File: src/rtl/ex_stage_pkg.sv
// ex_stage_pkg: shared encodings for the execute stage.
//   - ALU operation codes (ex_alu_op) and result-group selects (ex_alu_sel)
//   - bus widths and the all-zero word
//   - divider FSM state encoding
package ex_stage_pkg;

  localparam int unsigned DataW    = 32;
  localparam int unsigned RegAddrW = 5;
  localparam int unsigned AluOpW   = 8;
  localparam int unsigned AluSelW  = 3;

  localparam logic [DataW-1:0] zero_word = '0;

  // Operation codes
  localparam logic [AluOpW-1:0] exe_and_op  = 8'h24;
  localparam logic [AluOpW-1:0] exe_or_op   = 8'h25;
  localparam logic [AluOpW-1:0] exe_xor_op  = 8'h26;
  localparam logic [AluOpW-1:0] exe_nor_op  = 8'h27;
  localparam logic [AluOpW-1:0] exe_sll_op  = 8'h7C;
  localparam logic [AluOpW-1:0] exe_srl_op  = 8'h02;
  localparam logic [AluOpW-1:0] exe_sra_op  = 8'h03;
  localparam logic [AluOpW-1:0] exe_add_op  = 8'h20;
  localparam logic [AluOpW-1:0] exe_addu_op = 8'h21;
  localparam logic [AluOpW-1:0] exe_sub_op  = 8'h22;
  localparam logic [AluOpW-1:0] exe_subu_op = 8'h23;
  localparam logic [AluOpW-1:0] exe_slt_op  = 8'h2A;
  localparam logic [AluOpW-1:0] exe_sltu_op = 8'h2B;
  localparam logic [AluOpW-1:0] exe_div_op  = 8'h1A;
  localparam logic [AluOpW-1:0] exe_divu_op = 8'h1B;

  // Result-group selects
  localparam logic [AluSelW-1:0] RES_NOP   = 3'b000;
  localparam logic [AluSelW-1:0] RES_LOGIC = 3'b001;
  localparam logic [AluSelW-1:0] RES_SHIFT = 3'b010;
  localparam logic [AluSelW-1:0] RES_ARITH = 3'b100;

  typedef enum logic [1:0] {
    DivIdle,
    DivBusy,
    DivByZero,
    DivDone
  } div_state_e;

endpackage

File: src/rtl/ex_stage_if.sv
// ex_stage_if: ID/EX operand/control bus and EX/MEM result bus of the execute stage.
//   slave  : used by ex_stage (consumes ex_*/flush, drives em_*/stall_req)
//   master : used by the surrounding pipeline / testbench
interface ex_stage_if;
  import ex_stage_pkg::*;

  logic                flush;
  logic [AluOpW-1:0]   ex_alu_op;
  logic [AluSelW-1:0]  ex_alu_sel;
  logic [DataW-1:0]    ex_src1;
  logic [DataW-1:0]    ex_src2;
  logic [RegAddrW-1:0] ex_des_addr;
  logic                ex_des_exist;

  logic [DataW-1:0]    em_result;
  logic [RegAddrW-1:0] em_des_addr;
  logic                em_des_exist;
  logic [DataW-1:0]    em_hi;
  logic [DataW-1:0]    em_lo;
  logic                em_hilo_we;
  logic                stall_req;

  modport slave (
    input  flush, ex_alu_op, ex_alu_sel, ex_src1, ex_src2, ex_des_addr, ex_des_exist,
    output em_result, em_des_addr, em_des_exist, em_hi, em_lo, em_hilo_we, stall_req
  );

  modport master (
    output flush, ex_alu_op, ex_alu_sel, ex_src1, ex_src2, ex_des_addr, ex_des_exist,
    input  em_result, em_des_addr, em_des_exist, em_hi, em_lo, em_hilo_we, stall_req
  );

endinterface

File: src/rtl/ex_stage_div_unit.sv
// div_unit: iterative restoring divider, one quotient bit per cycle.
//   clk, rst     : clock, synchronous active-high reset
//   flush_i      : abort any in-flight divide, return to idle
//   start_i      : DIV/DIVU present on the ID/EX inputs
//   signed_i     : 1 = DIV (signed), 0 = DIVU
//   src1_i/src2_i: dividend / divisor
//   stall_o      : hold upstream while the divide is in progress
//   hilo_we_o    : one-cycle HI/LO write strobe (DONE state)
//   hi_o / lo_o  : remainder / quotient, zero outside DONE
module div_unit
  import ex_stage_pkg::*;
#(
  parameter int unsigned DIV_STEPS = 32
) (
  input  logic             clk,
  input  logic             rst,
  input  logic             flush_i,
  input  logic             start_i,
  input  logic             signed_i,
  input  logic [DataW-1:0] src1_i,
  input  logic [DataW-1:0] src2_i,
  output logic             stall_o,
  output logic             hilo_we_o,
  output logic [DataW-1:0] hi_o,
  output logic [DataW-1:0] lo_o
);

  localparam int unsigned CntW = $clog2(DIV_STEPS);
  localparam logic [CntW-1:0] LastCnt = CntW'(DIV_STEPS - 1);

  div_state_e       state_q;
  logic [CntW-1:0]  cnt_q;
  logic [DataW-1:0] quo_q, rem_q, dvsr_q;
  logic             quo_neg_q, rem_neg_q;

  logic [DataW-1:0] mag1, mag2;
  logic [DataW-1:0] shifted;
  logic             ge;
  logic [DataW-1:0] quo_step, rem_step;

  always_comb begin
    mag1 = (signed_i && src1_i[DataW-1]) ? -src1_i : src1_i;
    mag2 = (signed_i && src2_i[DataW-1]) ? -src2_i : src2_i;
    // Partial remainder shifted left; its dropped MSB means it already exceeds the divisor.
    shifted  = {rem_q[DataW-2:0], quo_q[DataW-1]};
    ge       = rem_q[DataW-1] || (shifted >= dvsr_q);
    rem_step = ge ? (shifted - dvsr_q) : shifted;
    quo_step = {quo_q[DataW-2:0], ge};
  end

  always_ff @(posedge clk) begin
    if (rst || flush_i) begin
      state_q   <= DivIdle;
      cnt_q     <= '0;
      quo_q     <= '0;
      rem_q     <= '0;
      dvsr_q    <= '0;
      quo_neg_q <= 1'b0;
      rem_neg_q <= 1'b0;
    end else begin
      case (state_q)
        DivIdle: begin
          if (start_i) begin
            quo_neg_q <= signed_i && (src1_i[DataW-1] ^ src2_i[DataW-1]);
            rem_neg_q <= signed_i && src1_i[DataW-1];
            cnt_q     <= '0;
            quo_q     <= mag1;
            rem_q     <= '0;
            dvsr_q    <= mag2;
            state_q   <= (src2_i == zero_word) ? DivByZero : DivBusy;
          end
        end
        DivBusy: begin
          cnt_q <= cnt_q + 1'b1;
          if (cnt_q == LastCnt) begin
            // Last step: store sign-corrected results for DONE.
            quo_q   <= quo_neg_q ? -quo_step : quo_step;
            rem_q   <= rem_neg_q ? -rem_step : rem_step;
            state_q <= DivDone;
          end else begin
            quo_q <= quo_step;
            rem_q <= rem_step;
          end
        end
        DivByZero: begin
          quo_q   <= '0;
          rem_q   <= '0;
          state_q <= DivDone;
        end
        DivDone: begin
          state_q <= DivIdle;
        end
        default: state_q <= DivIdle;
      endcase
    end
  end

  always_comb begin
    stall_o   = 1'b0;
    hilo_we_o = 1'b0;
    hi_o      = zero_word;
    lo_o      = zero_word;
    unique case (state_q)
      DivIdle:   stall_o = start_i && !flush_i;
      DivBusy:   stall_o = 1'b1;
      DivByZero: stall_o = 1'b1;
      DivDone: begin
        // A flush in the DONE cycle suppresses the HI/LO write.
        if (!flush_i) begin
          hilo_we_o = 1'b1;
          hi_o      = rem_q;
          lo_o      = quo_q;
        end
      end
      default: ;
    endcase
  end

endmodule

File: src/rtl/ex_stage.sv
// ex_stage: execute stage. Combinational logic/shift/arithmetic ALU feeding the EX/MEM
// register, plus an optional iterative divider writing HI/LO.
//   clk, rst : clock, synchronous active-high reset (all outputs 0 while rst=1)
//   bus      : ex_stage_if.slave -- ID/EX inputs, flush, EX/MEM outputs, stall_req
// Build option: define EX_DIV_EN to include the divider (div_unit). Without it, DIV/DIVU
// behave as NOPs and stall_req is tied low.
module ex_stage
  import ex_stage_pkg::*;
#(
  parameter int unsigned DIV_STEPS = 32
) (
  input  logic       clk,
  input  logic       rst,
  ex_stage_if.slave  bus
);

  logic             is_div;
  logic [DataW-1:0] a, b;
  logic [DataW-1:0] sum, diff;
  logic [DataW-1:0] alu_res;
  logic             ovf;

  logic             div_stall;
  logic             div_we;
  logic [DataW-1:0] div_hi, div_lo;

  assign a      = bus.ex_src1;
  assign b      = bus.ex_src2;
  assign is_div = (bus.ex_alu_op == exe_div_op) || (bus.ex_alu_op == exe_divu_op);
  assign sum    = a + b;
  assign diff   = a - b;

  always_comb begin
    alu_res = zero_word;
    ovf     = 1'b0;
    case (bus.ex_alu_sel)
      RES_LOGIC: begin
        case (bus.ex_alu_op)
          exe_and_op: alu_res = a & b;
          exe_or_op:  alu_res = a | b;
          exe_xor_op: alu_res = a ^ b;
          exe_nor_op: alu_res = ~(a | b);
          default:    alu_res = zero_word;
        endcase
      end
      RES_SHIFT: begin
        case (bus.ex_alu_op)
          exe_sll_op: alu_res = b << a[4:0];
          exe_srl_op: alu_res = b >> a[4:0];
          exe_sra_op: alu_res = $signed(b) >>> a[4:0];
          default:    alu_res = zero_word;
        endcase
      end
      RES_ARITH: begin
        case (bus.ex_alu_op)
          exe_add_op: begin
            alu_res = sum;
            ovf     = (a[DataW-1] == b[DataW-1]) && (sum[DataW-1] != a[DataW-1]);
          end
          exe_addu_op: alu_res = sum;
          exe_sub_op: begin
            alu_res = diff;
            ovf     = (a[DataW-1] != b[DataW-1]) && (diff[DataW-1] != a[DataW-1]);
          end
          exe_subu_op: alu_res = diff;
          exe_slt_op:  alu_res = {{(DataW-1){1'b0}}, $signed(a) < $signed(b)};
          exe_sltu_op: alu_res = {{(DataW-1){1'b0}}, a < b};
          default:     alu_res = zero_word;
        endcase
      end
      default: alu_res = zero_word;
    endcase
  end

`ifdef EX_DIV_EN
  div_unit #(
    .DIV_STEPS (DIV_STEPS)
  ) u_div (
    .clk       (clk),
    .rst       (rst),
    .flush_i   (bus.flush),
    .start_i   (is_div),
    .signed_i  (bus.ex_alu_op == exe_div_op),
    .src1_i    (a),
    .src2_i    (b),
    .stall_o   (div_stall),
    .hilo_we_o (div_we),
    .hi_o      (div_hi),
    .lo_o      (div_lo)
  );
`else
  logic unused_div;
  assign unused_div = ^{clk, bus.flush};
  assign div_stall  = 1'b0;
  assign div_we     = 1'b0;
  assign div_hi     = zero_word;
  assign div_lo     = zero_word;
`endif

  always_comb begin
    bus.em_result    = zero_word;
    bus.em_des_addr  = '0;
    bus.em_des_exist = 1'b0;
    bus.em_hi        = zero_word;
    bus.em_lo        = zero_word;
    bus.em_hilo_we   = 1'b0;
    bus.stall_req    = 1'b0;
    if (!rst) begin
      bus.em_result    = is_div ? zero_word : alu_res;
      bus.em_des_addr  = bus.ex_des_addr;
      bus.em_des_exist = bus.ex_des_exist && !ovf && !is_div;
      bus.em_hi        = div_hi;
      bus.em_lo        = div_lo;
      bus.em_hilo_we   = div_we;
      bus.stall_req    = div_stall;
    end
  end

endmodule

File: src/flat_wrapper.sv
// flat-port wrapper written by rule: the top's interface ports become plain ports
module ex_stage_flat import ex_stage_pkg::*;
#(
  parameter int unsigned DIV_STEPS = 32
)
  (clk, rst, bus_flush, bus_ex_alu_op, bus_ex_alu_sel, bus_ex_src1, bus_ex_src2, bus_ex_des_addr, bus_ex_des_exist, bus_em_result, bus_em_des_addr, bus_em_des_exist, bus_em_hi, bus_em_lo, bus_em_hilo_we, bus_stall_req);
  ex_stage_if bus_i ();
  input  logic clk;
  input  logic rst;
  input wire logic [$bits(bus_i.flush)-1:0] bus_flush;
  input wire logic [$bits(bus_i.ex_alu_op)-1:0] bus_ex_alu_op;
  input wire logic [$bits(bus_i.ex_alu_sel)-1:0] bus_ex_alu_sel;
  input wire logic [$bits(bus_i.ex_src1)-1:0] bus_ex_src1;
  input wire logic [$bits(bus_i.ex_src2)-1:0] bus_ex_src2;
  input wire logic [$bits(bus_i.ex_des_addr)-1:0] bus_ex_des_addr;
  input wire logic [$bits(bus_i.ex_des_exist)-1:0] bus_ex_des_exist;
  output wire logic [$bits(bus_i.em_result)-1:0] bus_em_result;
  output wire logic [$bits(bus_i.em_des_addr)-1:0] bus_em_des_addr;
  output wire logic [$bits(bus_i.em_des_exist)-1:0] bus_em_des_exist;
  output wire logic [$bits(bus_i.em_hi)-1:0] bus_em_hi;
  output wire logic [$bits(bus_i.em_lo)-1:0] bus_em_lo;
  output wire logic [$bits(bus_i.em_hilo_we)-1:0] bus_em_hilo_we;
  output wire logic [$bits(bus_i.stall_req)-1:0] bus_stall_req;
  assign bus_i.flush = bus_flush;
  assign bus_i.ex_alu_op = bus_ex_alu_op;
  assign bus_i.ex_alu_sel = bus_ex_alu_sel;
  assign bus_i.ex_src1 = bus_ex_src1;
  assign bus_i.ex_src2 = bus_ex_src2;
  assign bus_i.ex_des_addr = bus_ex_des_addr;
  assign bus_i.ex_des_exist = bus_ex_des_exist;
  assign bus_em_result = bus_i.em_result;
  assign bus_em_des_addr = bus_i.em_des_addr;
  assign bus_em_des_exist = bus_i.em_des_exist;
  assign bus_em_hi = bus_i.em_hi;
  assign bus_em_lo = bus_i.em_lo;
  assign bus_em_hilo_we = bus_i.em_hilo_we;
  assign bus_stall_req = bus_i.stall_req;
  ex_stage #(.DIV_STEPS(DIV_STEPS)) u_core (.clk(clk), .rst(rst), .bus(bus_i));
endmodule
File: config.mk
export PLATFORM = sky130hd
export DESIGN_NAME = ex_stage_flat
export DESIGN_NICKNAME = d
export VERILOG_FILES = /design/src/rtl/ex_stage_pkg.sv /design/src/rtl/ex_stage_if.sv /design/src/rtl/ex_stage_div_unit.sv /design/src/rtl/ex_stage.sv /design/src/flat_wrapper.sv
export SDC_FILE = /design/constraint.sdc
export NUM_CORES = 1
export LEC_CHECK = 0
export BUFFER_PORTS_ARGS = -buffer_cell sky130_fd_sc_hd__buf_2
export CORE_MARGIN = 3
export CORE_UTILIZATION = 35
export DETAILED_ROUTE_END_ITERATION = 8
export SLEW_MARGIN = 10
export SYNTH_ARGS = -nofsm -noshare
export SYNTH_HDL_FRONTEND = slang
export SYNTH_SLANG_ARGS = --single-unit
File: constraint.sdc
create_clock -name vclk -period 11.9
set_input_delay 1.19 -clock vclk [all_inputs]
set_output_delay 1.19 -clock vclk [all_outputs]
set_load 0.1 [all_outputs]
==> results.txt, run 1 <==
The flow ran to the end, and the final reports show no timing, DRC or antenna violations. For this run, design rule violations remaining after detail routing come to 0. At the pin with the least slew margin, the transition time is 1.38 ns. Each instance of the synthesized netlist takes up on average 6.49 sq um. The layout has 0 clock buffers. The die covers 29500 sq um. The DRC marker count from the first detailed-route iteration was 1219; the number of instances in the synthesized netlist was 1484. The final HPWL from detailed placement is 31500 microns. The worst setup path is launched from a primary input. The total of warnings raised by yosys was 0; the total wire length after detailed routing was 40800 microns. The number of max-slew violations in the final report was 0. The tools report the initial antenna violation count as 1. The via count of the routed design was 11200.

The congestion estimate from routability-driven global placement came to 0.985. The number of antenna diodes in the final layout is 0. Summing all flip-flop and latch instances after layout gives 0 sq um. The number of rows created at floorplan came out at 60. The count of input and output buffers works out to 120. Yosys attributes the largest share of cell area to ha_1, mux2i_1, o21ai_0. The core region is 27000 sq um. Summed over all layers, the global routing overflow is 0. Cell with the biggest individual delay on the critical path: o21ai_0.

After synthesis the cells add up to 9630 sq um. For the worst setup path, the data required time is 10.71 ns. The total of fill cells in the finished design came out at 3022. Cells with a size suffix above 1 make up 12.4% of the layout. The maximum frequency from static timing analysis came out at 132 MHz.

STA classifies the critical path endpoint as an output port. Overall power consumption after layout is estimated at 0.522 mW. The class of the most critical hold timing path is in2out. The count of nets left with antenna violations once routing finished came out at 0. The number of setup buffers added after CTS was 0.

The largest stage delay on the critical path is 0.66 ns. In the final routed layout, each cell accounts on average for 22.0 microns. The worst path in the final design needs a cycle of 7.56 ns, including I/O delays and setup. The total iterations of the first detailed-routing run is 6, and the height of the die is 172 microns. The logs give 188 for the number of top-level pins and 0 for the final setup violation count. In this run the tightest slew margin relative to its limit is 7.77%.

The top cell type by area accounts for 12.9% of the synthesized area. The logs give 0 for the total number of sequential cells and 0 for the post-CTS resize count. ha_1 takes more of the synthesized area than any other cell. The kind of critical path is in2out.

The via count of the first global-routing pass is 10100. The top cell types in the final layout, fill and taps aside, are nand2_1, nor2_1, o21ai_0, a21oi_1, buf_2. The run gives 0 ns as the final sum of negative setup slack. The total routing usage reported by global routing is 26.0%.

Broken down by cell family, the worst path's largest delay share belongs to compound AO/OA/AOI/OAI gates. In this run the worst path has a maximum fanout of 67. The final hold violation count came out at 0. Setup repair after global routing left no endpoint under its margin.

After the last flow step, the layout net total stands at 1698. The signal on the critical path passes through buf_2 -> buf_4 -> inv_2 -> ha_1 -> a21oi_1 -> o22ai_1 -> o31ai_1 -> o221a_2 -> nor2_1 -> o21ai_0 -> o21ai_0 -> nand3_1 -> o311ai_0 -> a21oi_1 -> buf_2. The sequential share of the synthesized area is 0%, and the detail-routed via count per cell is 6.06. For the first-pass GRT wire length, the log shows 60700 microns. The die width came out at 172 microns.

Entering global routing, the biggest net connects 82 pins. The library cell used most frequently in the layout, excluding fill and tap cells, is nand2_1. After layout, the worst path uses 63.6% of the clock period.

Compared with the post-synthesis result, the final layout area differs by 5.26%. The run gives 35.6% as the initial core utilization. The cell leakage power came out at 4.48 nW. Across the VDD grid, the largest voltage drop is 23.4 uV. Hold repair after CTS inserted 0 buffers. The critical path buffer and inverter count works out to 4. Across the run, the number of max-cap violations was 0. Data arrives at the worst endpoint at 6.37 ns. The netlist uses 77 different library cells. Dividing total power by cell area gives a power density of 51.5 nW/um^2.
==> cells in the mapped netlist, types with 8 or more instances <==
library cell / number
a21oi_1: 120
inv_1: 87
or3_1: 14
ha_1: 99
mux2i_1: 91
buf_1: 16
nand2b_1: 17
o211ai_1: 31
nor2_1: 139
o22ai_1: 10
xnor2_1: 53
nor4_1: 12
o31ai_1: 11
a21o_1: 12
a22oi_1: 10
a221oi_1: 15
nor3_1: 37
a211oi_1: 23
mux2_2: 11
o21ai_0: 135
nand3_1: 23
nor2b_1: 17
buf_2: 11
nand2_1: 167
xor2_1: 8
clkbuf_1: 81
mux4_2: 18
a31oi_1: 18
buf_4: 66
==> cell type report <==
cell class / instances / area (sq um) / area share (%)
Timing Repair Buffer: 136 / 726 / 7.16
Inverter: 95 / 357 / 3.52
Multi-Input combinational cell: 1280 / 8630 / 85.1
Tap cell: 341 / 427 / 4.21
==> per-layer routing <==
| layer | wire [microns] | vias to the layer above | share of wire, % | GRT usage [%] |
|---|---|---|---|---|
| met5 | 0 | - | 0 | 0 |
| met4 | 976 | 0 | 2.4 | 5.03 |
| met3 | 3740 | 60 | 9.2 | 3.73 |
| met2 | 18800 | 565 | 46 | 42.9 |
| met1 | 17300 | 5340 | 42 | 36.5 |
| li1 | - | 5263 | - | - |
==> path summary, 6_finish.rpt <==
| path | to | from | cells past startpoint |
|---|---|---|---|
| min | bus_em_des_addr[3] | bus_ex_des_addr[3] | 3 |
| max | bus_em_des_exist | bus_ex_src1[1] | 15 |
==> stage by stage <==
stage                     utilization [%]  std cells  hold WS (ns)  area, sq um  worst slack [ns]
after global placement               37.5       1852          2.86        10100              4.47
final                                37.5       1852          2.87        10100              4.34
after CTS                            37.5       1852          2.87        10100              4.45
after global routing                 37.5       1852          2.88        10100              4.10
after detailed placement             37.5       1852          2.87        10100              4.49
after floorplan                         -       1549          2.71         9880              3.94
==> kinds of logic after synthesis <==
group / after synthesis / synth area share [%]
AO/OA/AOI/OAI: 470 / 31.3
AND/OR/NAND/NOR: 462 / 21.7
buffers and inverters: 269 / 13.2
multiplexers: 120 / 14.9
adder cells (fa/ha/maj): 101 / 13.3
XOR/XNOR: 61 / 5.55
other: 1 / 0.0389
==> tightest hold or removal path, stage by stage <==
cell     delay, ns
buf_2         0.10
nor2b_1       0.11
buf_2         0.28
==> power breakdown <==
| part | switching, mW | leakage, nW | internal [mW] | total (mW) |
|---|---|---|---|---|
| registers | 0 | 0 | 0 | 0 |
| clock network | 0 | 0 | 0 | 0 |
| logic | 0.369 | 4.48 | 0.153 | 0.522 |
(Power assumes the default switching activity.)
==> run 2: changes to the inputs <==
clock period = 7.36 ns   (was 11.9 ns; I/O delays follow)
==> run 2 against run 1 <==
Compared with the run above:
- via count shrank 0.45%
- critical path depth shrank 1
- die area is the same
- critical endpoint unchanged
- largest cell class unchanged
- largest power group unchanged
==> results.txt, run 2 (synthesis gave the netlist of run 1 again) <==
The run finished with clean final reports. For the cell leakage power, the log shows 4.48 nW (+0.11%). The via count of the first global-routing pass came out at 10100 (-0.60%).

For the total routing usage reported by global routing, the log shows 26.0% (-0.067 points). The logs give 0 (unchanged) for the final-layout clock buffer total and 10100 sq um (about the same) for the post-route cell area. The tools report the total wire length after detailed routing as 40600 microns (-0.56%). The critical path is of the in2out type. The total number of sequential cells was 0 (unchanged). Capturing element type of the critical path: an output port. The number of max-slew violations in the final report was 0 (unchanged); the pin slew with the least headroom to its limit was 1.24 ns (-0.144 ns). The via count of the routed design came out at 11200 (-0.45%). After layout, the worst path uses 79.6% of the clock period.

Area added between synthesis and finish: 5.29% (about the same). The tightest min-delay check is of the in2out type. The tools report the total iterations of the first detailed-routing run as 8 (+2). The peak fanout along the critical path works out to 47 (-30%). Hold buffer count at CTS: 0 (unchanged). The tools report the initial core utilization as 35.6% (unchanged).

For the full die area, the log shows 29500 sq um (unchanged). The run gives 31900 microns (+1.4%) as the final HPWL from detailed placement. For hold timing, the worst endpoint is bus_em_des_addr[3]. The maximum frequency from static timing analysis came out at 171 MHz.

Leaving out fill and tap cells, the most frequent cell in the layout is nand2_1. The tools report the initial antenna violation count as 1 (unchanged). For the global route total overflow, the log shows 0 (unchanged). The endpoint arrival time on the critical path was 5.12 ns (-1.25 ns); the layout cell share with drive strength beyond 1 was 12.4% (about the same).

The height of the die came out at 172 microns (unchanged). Kind of cell with the highest combined delay on the critical path: compound AO/OA/AOI/OAI gates. The largest stage delay on the critical path is 0.67 ns (about the same). The routed length per instance works out to 21.9 microns (-0.61%).

Area of combinational cells with multiple inputs: 8630 sq um (about the same). The logs give 0 (unchanged) for the final hold violation count and 0 (unchanged) for the number of setup buffers added after CTS. The sequential standard cell area was 0 sq um (unchanged). Setup repair after global routing left no endpoint under its margin.

The number of top-level pins is 188 (unchanged). The headroom to the max-slew limit is 17.4% (+9.6 points), and the weighted congestion at the end of routability-driven global placement is 0.982 (-0.26%). The library cells used most frequently in the layout, excluding fill and tap cells, are nand2_1, nor2_1, o21ai_0, a21oi_1, buf_2.

The power per cell area works out to 84.0 nW/um^2 (+63%). The tools report the launch point of the worst hold path as bus_ex_des_addr[3]. The final sum of negative setup slack is 0 ns (unchanged). The floorplan core area was 27000 sq um (unchanged); the first-pass GRT wire length was 60700 microns (+0.10%). The number of antenna cells inserted is 0 (unchanged), and the DRC marker count from the first detailed-route iteration is 1374 (+13%). The number of design rule violations left after detail routing is 0 (unchanged). Traced cell by cell, the critical path runs through buf_2 -> inv_1 -> ha_1 -> inv_1 -> o22ai_1 -> o31ai_1 -> o221a_2 -> nor2_1 -> o21ai_0 -> o21ai_0 -> nand3_1 -> o311ai_0 -> a21oi_1 -> buf_2. For the number of max-cap violations, the log shows 0 (unchanged). Final-stage net count: 1699 (+0.059%). The number of rows created at floorplan is 60 (unchanged), and the detail-routed via count per cell is 6.03 (-0.50%). Critical path startpoint category: a primary input. For the finished layout, the period the worst path requires is 5.86 ns. The count of input and output buffers was 120 (unchanged); the required time at the endpoint of the critical path was 6.62 ns (-4.09 ns). The worst supply voltage drop on vdd is 36.7 uV (+57%), and the critical path buffer and inverter count is 4 (unchanged).

For the number of nets with antenna violations after detailed routing, the log shows 0 (unchanged). The area after detailed placement is 10100 sq um (about the same). The cell depth of the worst hold path is 3 (unchanged), and the final setup violation count is 0 (unchanged). For the pin count of the biggest net entering global routing, the log shows 81 (-1.2%). The post-CTS resize count came out at 0 (unchanged). The die width was 172 microns (unchanged); the total of fill cells in the finished design was 2986 (-1.2%). The cell with the biggest individual delay on the critical path was o21ai_0.
[run 2: cell types whose count changed in the layout (fill, tap and decap cells not counted)]
cell / before / now
buf_4: 18 / 19
nor3_1: 35 / 36
nor3_2: 2 / 1
[run 2: how the worst max path moves through the flow]
stage | end | slack [ns] | start | depth (start not counted)
after floorplan | bus_em_result[10] | 0.31 | bus_ex_src1[2] | 15
after global placement | bus_em_des_exist | 1.66 | bus_ex_src1[4] | 14
after detailed placement | bus_em_des_exist | 1.66 | bus_ex_src1[4] | 14
after CTS | bus_em_des_exist | 1.65 | bus_ex_src1[4] | 14
after global routing | bus_em_des_exist | 1.25 | bus_ex_src1[4] | 14
final | bus_em_des_exist | 1.50 | bus_ex_src1[4] | 14
[run 2: area by class of cell]
type                       count  share of cell area [%]
multi-input combinational   1280                    85.0
timing repair buffer         137                    7.23
tap                          341                    4.21
inverter                      95                    3.52
[run 2: through the flow]
stage                     worst slack [ns]  util, %  instances  hold WS [ns]  total power, mW
after floorplan                      0.310        -       1549          1.80            0.663
after global placement                1.66     37.5       1853          1.95            0.830
after detailed placement              1.66     37.5       1853          1.96            0.833
after CTS                             1.65     37.5       1853          1.96            0.836
after global routing                  1.25     37.5       1853          1.97            0.916
final                                 1.50     37.5       1853          1.96            0.851
[run 2: metal layers]
metal  share of wire [%]  track usage (%)  up-vias
met4                 1.9             4.13        2
met1                  42             36.6     5303
met2                  46             42.4      562
li1                    -                -     5257
met5               0.027                0        -
met3                 9.9             4.46       54
[run 2: power breakdown]
| part | total (mW) | internal [mW] | switching [mW] |
|---|---|---|---|
| Combinational | 0.851 | 0.248 | 0.603 |
| Clock | 0 | 0 | 0 |
| Sequential | 0 | 0 | 0 |
| Total | 0.851 | 0.248 | 0.603 |
